## src/rtl/cam_wr_pkg.sv

```systemverilog
// Shared types and helpers for the multi-channel camera write arbiter.
package cam_wr_pkg;

    localparam int BURST_LEN_DEF = 512;

    typedef enum logic [1:0] {
        IDLE,
        ARB,
        REQ,
        BUSY
    } state_t;

    function automatic logic [31:0] min_u32(input logic [31:0] a, input logic [31:0] b);
        return (a < b) ? a : b;
    endfunction

endpackage

```

## src/rtl/cam_wr_arbiter_if.sv

```systemverilog
// Burst-write handshake between the camera write arbiter and the SDRAM controller.
interface cam_wr_arbiter_if #(
    parameter int ADDR_W = 24,
    parameter int LEN_W  = 10,
    parameter int CH_W   = 1
);
    logic              wr_req;
    logic              wr_ack;
    logic              wr_done;
    logic [ADDR_W-1:0] wr_addr;
    logic [LEN_W-1:0]  wr_len;
    logic [CH_W-1:0]   wr_ch;

    modport master (
        output wr_req, wr_addr, wr_len, wr_ch,
        input  wr_ack, wr_done
    );

    modport slave (
        input  wr_req, wr_addr, wr_len, wr_ch,
        output wr_ack, wr_done
    );
endinterface

```

## src/rtl/cam_wr_arbiter_rr_arbiter.sv

```systemverilog
// Combinational round-robin picker: first requester after last_grant, wrapping.
module rr_arbiter #(
    parameter int CH_NUM = 2,
    parameter int CH_W   = 1
) (
    input  logic [CH_NUM-1:0] req,
    input  logic [CH_W-1:0]   last_grant,
    output logic [CH_NUM-1:0] grant,
    output logic [CH_W-1:0]   grant_idx,
    output logic              grant_valid
);
    logic [CH_W-1:0] idx;

    // NOTE: every output gets a default before the loop so no path leaves a value held (no latch).
    always_comb begin
        grant       = '0;
        grant_idx   = '0;
        grant_valid = 1'b0;
        idx         = '0;
        for (int k = 1; k <= CH_NUM; k++) begin
            idx = CH_W'((32'(last_grant) + 32'(k)) % 32'(CH_NUM));
            if (!grant_valid && req[idx]) begin
                grant_valid = 1'b1;
                grant_idx   = idx;
                grant[idx]  = 1'b1;
            end
        end
    end
endmodule

```

## src/rtl/cam_wr_arbiter.sv

```systemverilog
// Merges N buffered camera streams onto one SDRAM burst-write port with
// round-robin arbitration and per-channel ping-pong frame banks.
module cam_wr_arbiter
    import cam_wr_pkg::*;
#(
    parameter int CH_NUM    = 2,
    parameter int ADDR_W    = 24,
    parameter int LEN_W     = 10,
    parameter int BURST_LEN = BURST_LEN_DEF,
    parameter int CH_W      = (CH_NUM > 1) ? $clog2(CH_NUM) : 1
) (
    input  logic                     clk,
    input  logic                     rst_n,
    input  logic                     enable,
    input  logic [CH_NUM*LEN_W-1:0]  ch_rdusedw,
    input  logic [CH_NUM-1:0]        ch_frame_start,
    input  logic [CH_NUM*ADDR_W-1:0] ch_base_addr,
    input  logic [ADDR_W-1:0]        frame_words,
    cam_wr_arbiter_if.master         wr_bus,
    output logic [CH_NUM-1:0]        rd_bank_sel,
    output logic [CH_NUM-1:0]        frame_valid,
    output logic [CH_NUM-1:0]        frame_done
);
    state_t            state_q, state_d;
    logic              wr_req_q;
    logic [ADDR_W-1:0] wr_addr_q;
    logic [LEN_W-1:0]  wr_len_q;
    logic [CH_W-1:0]   wr_ch_q;
    logic [CH_W-1:0]   last_grant_q;

    logic [CH_NUM-1:0] eligible;
    logic [CH_NUM-1:0] grant;
    logic [CH_W-1:0]   grant_idx;
    logic              grant_valid;
    logic [ADDR_W-1:0] ch_addr [CH_NUM];
    logic [LEN_W-1:0]  ch_need [CH_NUM];

    logic burst_live;
    logic burst_done;

    assign burst_live = (state_q == REQ) || (state_q == BUSY);
    assign burst_done = (state_q == BUSY) && wr_bus.wr_done;

    for (genvar i = 0; i < CH_NUM; i++) begin : g_ch
        logic [ADDR_W-1:0] offset_q;
        logic [ADDR_W-1:0] offset_next;
        logic [ADDR_W-1:0] remaining;
        logic [ADDR_W-1:0] base;
        logic [LEN_W-1:0]  rdusedw;
        logic              wr_bank_q;
        logic              bank_sel_q;
        logic              valid_q;
        logic              done_q;
        logic              restart_q;
        logic              in_flight;
        logic              done_here;

        assign base        = ch_base_addr[i*ADDR_W +: ADDR_W];
        assign rdusedw     = ch_rdusedw[i*LEN_W +: LEN_W];
        assign remaining   = frame_words - offset_q;
        assign ch_need[i]  = LEN_W'(min_u32(32'(BURST_LEN), 32'(remaining)));
        assign eligible[i] = enable && (offset_q < frame_words) && (rdusedw >= ch_need[i]);
        assign ch_addr[i]  = base + (wr_bank_q ? frame_words : '0) + offset_q;
        assign offset_next = offset_q + ADDR_W'(wr_len_q);
        assign done_here   = burst_done && (wr_ch_q == CH_W'(i));
        // A grant being registered in ARB already owns the old offset, so restarts defer too.
        assign in_flight   = (burst_live && (wr_ch_q == CH_W'(i))) || ((state_q == ARB) && grant[i]);

        always_ff @(posedge clk or negedge rst_n) begin
            if (!rst_n) begin
                offset_q   <= '0;
                wr_bank_q  <= 1'b0;
                bank_sel_q <= 1'b1;
                valid_q    <= 1'b0;
                done_q     <= 1'b0;
                restart_q  <= 1'b0;
            end else begin
                done_q <= 1'b0;
                if (done_here) begin
                    if (offset_next == frame_words) begin
                        done_q     <= 1'b1;
                        valid_q    <= 1'b1;
                        bank_sel_q <= wr_bank_q;
                        wr_bank_q  <= ~wr_bank_q;
                    end
                    if (restart_q || ch_frame_start[i]) begin
                        offset_q  <= '0;
                        restart_q <= 1'b0;
                    end else begin
                        offset_q <= offset_next;
                    end
                end else if (ch_frame_start[i]) begin
                    if (in_flight) restart_q <= 1'b1;
                    else           offset_q  <= '0;
                end
            end
        end

        assign rd_bank_sel[i] = bank_sel_q;
        assign frame_valid[i] = valid_q;
        assign frame_done[i]  = done_q;
    end

    rr_arbiter #(
        .CH_NUM (CH_NUM),
        .CH_W   (CH_W)
    ) u_rr (
        .req         (eligible),
        .last_grant  (last_grant_q),
        .grant       (grant),
        .grant_idx   (grant_idx),
        .grant_valid (grant_valid)
    );

    // NOTE: sequential state uses non-blocking (<=) so every register samples pre-edge values.
    always_ff @(posedge clk or negedge rst_n) begin
        if (!rst_n) state_q <= IDLE;
        else        state_q <= state_d;
    end

    always_comb begin
        state_d = state_q;
        case (state_q)
            IDLE:    if (|eligible) state_d = ARB;
            ARB:     state_d = grant_valid ? REQ : IDLE;
            REQ:     if (wr_bus.wr_ack) state_d = BUSY;
            BUSY:    if (wr_bus.wr_done) state_d = IDLE;
            default: state_d = IDLE;
        endcase
    end

    // Burst descriptor is captured once in ARB and held stable through REQ/BUSY.
    always_ff @(posedge clk or negedge rst_n) begin
        if (!rst_n) begin
            wr_req_q     <= 1'b0;
            wr_addr_q    <= '0;
            wr_len_q     <= '0;
            wr_ch_q      <= '0;
            last_grant_q <= CH_W'(CH_NUM - 1);
        end else if ((state_q == ARB) && grant_valid) begin
            wr_req_q     <= 1'b1;
            wr_addr_q    <= ch_addr[grant_idx];
            wr_len_q     <= ch_need[grant_idx];
            wr_ch_q      <= grant_idx;
            last_grant_q <= grant_idx;
        end else if ((state_q == REQ) && wr_bus.wr_ack) begin
            wr_req_q <= 1'b0;
        end
    end

    assign wr_bus.wr_req  = wr_req_q;
    assign wr_bus.wr_addr = wr_addr_q;
    assign wr_bus.wr_len  = wr_len_q;
    assign wr_bus.wr_ch   = wr_ch_q;
endmodule

```

## src/flat_wrapper.sv

```systemverilog
// flat-port wrapper written by rule: the top's interface ports become plain ports
module cam_wr_arbiter_flat import cam_wr_pkg::*;
#(
    parameter int CH_NUM    = 2,
    parameter int ADDR_W    = 24,
    parameter int LEN_W     = 10,
    parameter int BURST_LEN = BURST_LEN_DEF,
    parameter int CH_W      = (CH_NUM > 1) ? $clog2(CH_NUM) : 1
)
  (clk, rst_n, enable, ch_rdusedw, ch_frame_start, ch_base_addr, frame_words, rd_bank_sel, frame_valid, frame_done, wr_bus_wr_req, wr_bus_wr_addr, wr_bus_wr_len, wr_bus_wr_ch, wr_bus_wr_ack, wr_bus_wr_done);
  cam_wr_arbiter_if #(.ADDR_W(ADDR_W), .LEN_W(LEN_W), .CH_W(CH_W)) wr_bus_i ();
  input  logic clk;
  input  logic rst_n;
  input  logic enable;
  input  logic [CH_NUM*LEN_W-1:0] ch_rdusedw;
  input  logic [CH_NUM-1:0] ch_frame_start;
  input  logic [CH_NUM*ADDR_W-1:0] ch_base_addr;
  input  logic [ADDR_W-1:0] frame_words;
  output logic [CH_NUM-1:0] rd_bank_sel;
  output logic [CH_NUM-1:0] frame_valid;
  output logic [CH_NUM-1:0] frame_done;
  output wire logic [$bits(wr_bus_i.wr_req)-1:0] wr_bus_wr_req;
  output wire logic [$bits(wr_bus_i.wr_addr)-1:0] wr_bus_wr_addr;
  output wire logic [$bits(wr_bus_i.wr_len)-1:0] wr_bus_wr_len;
  output wire logic [$bits(wr_bus_i.wr_ch)-1:0] wr_bus_wr_ch;
  input wire logic [$bits(wr_bus_i.wr_ack)-1:0] wr_bus_wr_ack;
  input wire logic [$bits(wr_bus_i.wr_done)-1:0] wr_bus_wr_done;
  assign wr_bus_wr_req = wr_bus_i.wr_req;
  assign wr_bus_wr_addr = wr_bus_i.wr_addr;
  assign wr_bus_wr_len = wr_bus_i.wr_len;
  assign wr_bus_wr_ch = wr_bus_i.wr_ch;
  assign wr_bus_i.wr_ack = wr_bus_wr_ack;
  assign wr_bus_i.wr_done = wr_bus_wr_done;
  cam_wr_arbiter #(.CH_NUM(CH_NUM), .ADDR_W(ADDR_W), .LEN_W(LEN_W), .BURST_LEN(BURST_LEN), .CH_W(CH_W)) u_core (.clk(clk), .rst_n(rst_n), .enable(enable), .ch_rdusedw(ch_rdusedw), .ch_frame_start(ch_frame_start), .ch_base_addr(ch_base_addr), .frame_words(frame_words), .wr_bus(wr_bus_i), .rd_bank_sel(rd_bank_sel), .frame_valid(frame_valid), .frame_done(frame_done));
endmodule
```

## config.mk

```make
export PLATFORM = sky130hd
export DESIGN_NAME = cam_wr_arbiter_flat
export DESIGN_NICKNAME = d
export VERILOG_FILES = /design/src/rtl/cam_wr_pkg.sv /design/src/rtl/cam_wr_arbiter_if.sv /design/src/rtl/cam_wr_arbiter_rr_arbiter.sv /design/src/rtl/cam_wr_arbiter.sv /design/src/flat_wrapper.sv
export SDC_FILE = /design/constraint.sdc
export NUM_CORES = 1
export LEC_CHECK = 0
export ABC_AREA = 1
export BUFFER_PORTS_ARGS = -buffer_cell sky130_fd_sc_hd__buf_2
export CORE_MARGIN = 2
export CORE_UTILIZATION = 45
export DETAILED_ROUTE_END_ITERATION = 10
export SLEW_MARGIN = 20
export SYNTH_ARGS = -nofsm -noshare
export SYNTH_HDL_FRONTEND = slang
export SYNTH_HIERARCHICAL = 1
export SYNTH_SLANG_ARGS = --single-unit
```

## constraint.sdc

```tcl
create_clock -name clk -period 6.3 [get_ports clk]
set_input_delay 0.315 -clock clk [delete_from_list [all_inputs] [get_ports clk]]
set_output_delay 0.315 -clock clk [all_outputs]
set_load 0.01 [all_outputs]
```

# Word level (Yosys, flattened, before mapping)

Index checks and enable logic that the tools add are counted.

$add $sub $neg: 10
Magnitude comparators: 11
Eq/ne operators: 12
Multiplexer cells: 51
Bitwise gates (word level): 5
Reduce and logical (&&, ||, !) cells: 36

Operators with widths:

| cell                                                        | number |
|---|---|
| 2-to-1 mux 24 bit                                           | 13 |
| adder 24 bit                                                | 4 |
| 2-to-1 mux 10 bit                                           | 5 |
| adder 24 x 10 -> 24 bit                                     | 2 |
| == test 24 bit                                              | 2 |
| less-than comparator 10 x 24 -> 1 bit, first input constant | 2 |
| less-than comparator 24 bit                                 | 2 |
| subtractor 24 bit                                           | 2 |
| 2-to-1 mux 1 bit                                            | 24 |
| greater-or-equal comparator 10 bit                          | 2 |
| logical AND 1 bit                                           | 16 |
| 2-to-1 mux 2 bit                                            | 6 |
| != test 2 bit, second input constant                        | 6 |
| nonzero test 2 bit                                          | 5 |
| AND reduction 3 bit                                         | 3 |
| one-hot mux 2 bit (4 select lines)                          | 1 |
| AND reduction 2 bit                                         | 4 |
| logical OR 1 bit                                            | 5 |
| == test 2 bit, second input constant                        | 2 |
| less-than comparator 1 x 2 -> 1 bit, second input constant  | 2 |
| NOT 1 bit                                                   | 3 |
| adder 1 bit, second input constant                          | 2 |
| demux 1 bit (select 1 bit)                                  | 2 |
| == test 2 x 1 -> 1 bit, second input constant               | 1 |
| other kinds (8)                                             | 9 |

Flip-flop bits (word level): 97
Input port bits: 99
Output and inout bits: 42
Word-level logic and storage cells: 143

# Logic depth before layout (Yosys ltp)

Depth after elaboration: 16
Gate-level depth with buffers: 37
Gate-level depth less buffers: 36

# Cells and area by module

Netlist, hierarchy kept.

Modules (own cells, without submodules):

| module         | times used | cells each | area each (um2) | sequential area each (um2) |
|---|---|---|---|---|
| cam_wr_arbiter | 1          | 2587       | 15538.7         | 2431.1 |
| rr_arbiter     | 1          | 7          | 30.0            | 0.0 |

# Worst setup path after synthesis

Ideal clock, no wire load.

Path kind: register to register
From: register u_core.g_ch[1].offset_q[0]
To: register u_core.wr_addr_q[1], in the netlist u_core/wr_bus.wr_addr[1]
Setup time: 0.123 ns
Arrival: 4.573 ns
Data required time: 6.177 ns
Slack: 1.604 ns
Cell stages (with the launch flop): 32
Buffers on the path: 1
Clock period less this slack: 4.696 ns
Cell sequence: dfrtp_1 -> ha_1 -> fa_1 -> inv_1 -> nand3_2 -> nand2_2 -> nand2_1 -> nand2_1 -> nand2_1 -> nand2_1 -> nand2_1 -> nand2_1 -> nand3_1 -> nor3_4 -> nand2_2 -> clkinv_2 -> nand2_1 -> ha_1 -> nand2_1 -> nor4_1 -> nand3_1 -> nand4_1 -> nand3_1 -> inv_1 -> inv_1 -> a21oi_1 -> clkbuf_1 -> clkinv_1 -> nor2_1 -> inv_1 -> or2_2 -> o221a_2

Longest elaborated chain between the ends: 15
Elaborated cells between the ends (all ways): 23
Those cells by class: add/sub: 2; order compare: 3; mux: 12; bitwise: 1; reduce/logical: 5

Ends and longest elaborated chain:

| item                                                   | line                            | text |
|---|---|---|
| from (decl)                                            | cam_wr_arbiter.sv:45            | `logic [ADDR_W-1:0] offset_q;` |
| from (signal assigned)                                 | cam_wr_arbiter.sv:90            | `offset_q <= offset_next;` |
| subtractor 24 bit                                      | cam_wr_arbiter.sv:60            | `assign remaining = frame_words - offset_q;` |
| less-than comparator 10 x 24 -> 1 bit                  | cam_wr_pkg.sv:14                | `return (a < b) ? a : b;` |
| 2-to-1 mux 10 bit                                      | cam_wr_pkg.sv:14                |  |
| greater-or-equal comparator 10 bit                     | cam_wr_arbiter.sv:62            | `assign eligible[i] = enable && (offset_q < frame_words) && (rdusedw >= ch_need[i]);` |
| logical AND 1 bit *                                    | cam_wr_arbiter.sv:62            |  |
| via u_core.eligible[1]                                 | cam_wr_arbiter.sv:31            | `logic [CH_NUM-1:0] eligible;` |
| 2-to-1 mux 1 bit (implied by the code) (2 in a row)    | cam_wr_arbiter_rr_arbiter.sv:22 | `if (!grant_valid && req[idx]) begin` |
| 2-to-1 mux 1 bit                                       | cam_wr_arbiter_rr_arbiter.sv:22 |  |
| logical NOT 1 bit                                      | cam_wr_arbiter_rr_arbiter.sv:22 |  |
| logical AND 1 bit                                      | cam_wr_arbiter_rr_arbiter.sv:22 |  |
| 2-to-1 mux 1 bit *                                     | cam_wr_arbiter_rr_arbiter.sv:22 |  |
| via u_core.grant_idx                                   | cam_wr_arbiter.sv:33            | `logic [CH_W-1:0] grant_idx;` |
| NOT 1 -> 2 bit (implied by the code) *                 | cam_wr_arbiter.sv:142           | `wr_addr_q <= ch_addr[grant_idx];` |
| 2-to-1 mux 24 bit (implied by the code) * (3 in a row) | cam_wr_arbiter.sv:142           |  |
| to (signal assigned)                                   | cam_wr_arbiter.sv:142           |  |
| to (decl)                                              | cam_wr_arbiter.sv:26            | `logic [ADDR_W-1:0] wr_addr_q;` |

The timed path passes the listed nets; every way through them passes the cells marked *. The select of a mux whose other input is x is not followed.
A chain may end at the register's enable or synchronous reset.

# Worst setup path in the final report

From: register u_core.g_ch[1].offset_q[13]
To: register u_core.wr_addr_q[17], in the netlist u_core/wr_bus.wr_addr[17]

The elaborated chain is that of the path after synthesis.

==> results.json <==
{
  "cp_slowest_cell": "dfrtp_1",
  "wl_per_cell_um": 20.26,
  "fin_tns_setup_ns": 0,
  "io_pins": 141,
  "rsz0062_at_grt": "false",
  "fin_crit_ns": 5.734,
  "syn-cell-area_mm2": 0.01557,
  "final.setup.worst_slack_ns": 0.5662,
  "r2r-start": "u_core/g_ch[1].offset_q[13]",
  "layout.area.seq_mm2": 0.002431,
  "async_flop_share_pct": 100.0,
  "cts_buffers": 9,
  "cp.required_ns": 6.56,
  "cp.buffers_inverters": 7,
  "setup-violations-final": 0,
  "initial_core_util_pct": 45.41,
  "synth_cell_types": 55,
  "gp_congestion": 0.9988,
  "slew_viol_final": 0,
  "drt_first_iter_violations": 1563,
  "multi_input_area_mm2": 0.01135,
  "synth_ff_type": "dfrtp_1",
  "hp-start": "ch_frame_start[1]",
  "htree_num_levels": 3,
  "io_buffers": 140,
  "synthTopCellsByArea": "nand2_1, dfrtp_1, ha_1, inv_1, nand3_1",
  "p_per_area_mw_per_mm2": 137.1,
  "cts_tree": "done",
  "postSynthAreaPerCell_um2": 6.002,
  "cp-end-kind": "flip-flop",
  "ys_seq_area_share_pct": 15.62,
  "internal_power_mw": 1.330,
  "leakage_nw": 9.529,
  "hold_violations": 0,
  "critPathMaxFanout": 18,
  "synth_top_area_cell": "nand2_1",
  "synth_top_area_share_pct": 20.76,
  "max_slew_margin_pct": 37.69,
  "drt-pass1-iter-count": 6,
  "cp_top_family": "simple AND/OR/NAND/NOR gates",
  "p_seq_share_pct": 34.2,
  "criticalPathCategory": "flip-flop to flip-flop",
  "syn-instance-count": 2594,
  "ir_worst_vdd_uv": 170.1,
  "grt-ovfl-total": 0,
  "clk_latency_ns": 0.38,
  "fin_cells": 3193,
  "synthesis.nets": 2877,
  "worstSetupStartpoint": "u_core/g_ch[1].offset_q[13]",
  "pwr-share-comb_pct": 39.5,
  "path_clk_slew_ns": 0.09,
  "grt_usage_pct": 35.92,
  "start_kind": "flip-flop",
  "synth_edf_count": 0,
  "p_clk_share_pct": 26.3,
  "routed_wl_um": 64690,
  "timing.final.crit_share_pct": 91.01,
  "cts_buffer_depth": 2,
  "ys_seq_elements": 97,
  "grt_pass1_vias": 16690,
  "crit_path_frequent_cell": "nand2_1",
  "fmax_ghz": 0.1744,
  "antenna_found_initial": 0,
  "synth_common_cells": "nand2_1, inv_1, nand3_1",
  "cts-root-buf": "clkbuf_16",
  "grt_pass1_wl_um": 97000,
  "worstPathArrival_ns": 6.00,
  "syn2layout_area_growth_pct": 10.15,
  "dr_total_vias": 17930,
  "switching_share_pct": 43.41,
  "place_ws_ns": 0.6131,
  "grt_max_degree": 61,
  "rows": 68,
  "cts_sinks": 97,
  "via_per_inst": 5.616,
  "holdWs_ns": 0.2768,
  "hpwl_um": 53640,
  "drc_errors": 0,
  "maxCapViolCount": 0,
  "nets": 3016,
  "p_sw_mw": 1.020,
  "antennaDiodeCount": 0,
  "dieArea_mm2": 0.03610,
  "yosysMostFrequentCell": "nand2_1",
  "place_inst": 3176,
  "worstMarginPinSlew_ns": 0.9346,
  "postCtsSetupBuffers": 0,
  "fillerInstances": 3724,
  "outcome": "completed",
  "finClkSkew_ns": 0.01516,
  "drive_above_1_share_pct": 8.839,
  "synth_warnings": 6,
  "core-area_mm2": 0.03429,
  "die_h_um": 190,
  "slowest_delay_ns": 0.52,
  "final_antenna_net_count": 0,
  "die_w_um": 190,
  "hold_path_class": "input port to flip-flop"
}
-- worst reg2reg max path: cells and delay by family, from the launching register on --
kind                     cells  cell delay (ns)
flip-flops                   1             0.52
AO/OA/AOI/OAI                5             0.84
adder cells (fa/ha/maj)      2             0.75
AND/OR/NAND/NOR             16             2.44
buffers and inverters        7             1.04
-- registers in the layout, indices dropped and copies added (netlist names), named ones only --
register,flops
u_core/g_ch.bank_sel_q,2
u_core/wr_bus.wr_addr,24
u_core/g_ch.restart_q,2
u_core/g_ch.valid_q,2
u_core/g_ch.offset_q,48
u_core/g_ch.done_q,2
u_core/wr_bus.wr_ch,1
u_core/last_grant_q,1
u_core/wr_bus.wr_req,1
u_core/state_q,1
u_core/g_ch.wr_bank_q,2
u_core/wr_bus.wr_len,10
-- through the flow --
| step | instance area, um2 | util, % | power [mW] |
|---|---|---|---|
| finish | 17150 | 50.01 | 2.351 |
| global route | 17150 | 50.01 | 2.480 |
| CTS | 17150 | 50.01 | 2.343 |
| detailed placement | 16840 | 49.11 | 1.727 |
| global placement | 16840 | 49.11 | 1.723 |
| floorplan | 15570 | - | 1.334 |
-- layout by cell type, fill, tap and decap left out, drive strengths merged, types with 6 or more instances in the layout --
master	instances
nand4	60
o21ai	85
xor2	21
clkinv	6
fa	52
nor2	206
nand3b	20
a21oi	136
o21a	14
nor4	13
a21o	9
clkbuf	9
o31ai	6
ha	132
dfrtp	94
buf	158
nand2	879
o22ai	36
xnor2	21
inv	440
nand3	265
o211ai	7
nor3	23
o21bai	7
-- layer usage --
metal  up-vias  part of all wire (%)  global-route usage, %
li1       8680                     -                      -
met4         0                   4.7                  15.18
met2       815                    43                  56.23
met3       133                   8.4                  4.759
met1      8305                    44                  49.68
met5         -                     0                      0
-- what timing repair did --
item	4_1_cts	5_1_grt
resized for setup	0	0
hold buffers	1	0
hold endpoints to repair	37	0
-- power groups by stage --
stage,Combinational [mW],Clock [mW],Sequential (mW)
2_1_floorplan,0.505,0,0.830
3_3_place_gp,0.907,0,0.816
3_5_place_dp,0.911,0,0.816
4_1_cts,0.916,0.623,0.804
5_1_grt,1.02,0.642,0.817
6_report,0.929,0.617,0.805
-- final timing paths --
check	end	slack [ns]	depth (start not counted)
worst max-delay path	u_core/wr_bus.wr_addr[17]	0.57	30
worst min-delay path	u_core/g_ch[1].restart_q	0.28	3
worst max register to register	u_core/wr_bus.wr_addr[17]	0.57	30
worst min register to register	u_core/g_ch[1].valid_q	0.47	2
max in group asynchronous	u_core/g_ch[1].valid_q	4.57	3
min in group asynchronous	u_core/g_ch[0].valid_q	0.47	2
-- cell type report --
class,count,share of cell area (%)
Clock buffer,9,1.313
Sequential cell,97,14.18
Clock inverter,7,0.4451
Multi-Input combinational cell,2027,66.18
Tap cell,455,3.320
Timing Repair Buffer,159,4.947
Inverter,439,9.624
-- kinds of logic after synthesis --
family | after synthesis | synth area share, %
and+or+nand+nor | 1478 | 40.98
buffers and inverters | 470 | 11.53
AOI/OAI and AO/OA | 320 | 11.78
adders and majority gates | 184 | 17.29
DFF | 97 | 15.62
xor gates and xnor gates | 45 | 2.797
(Power assumes the default switching activity.)
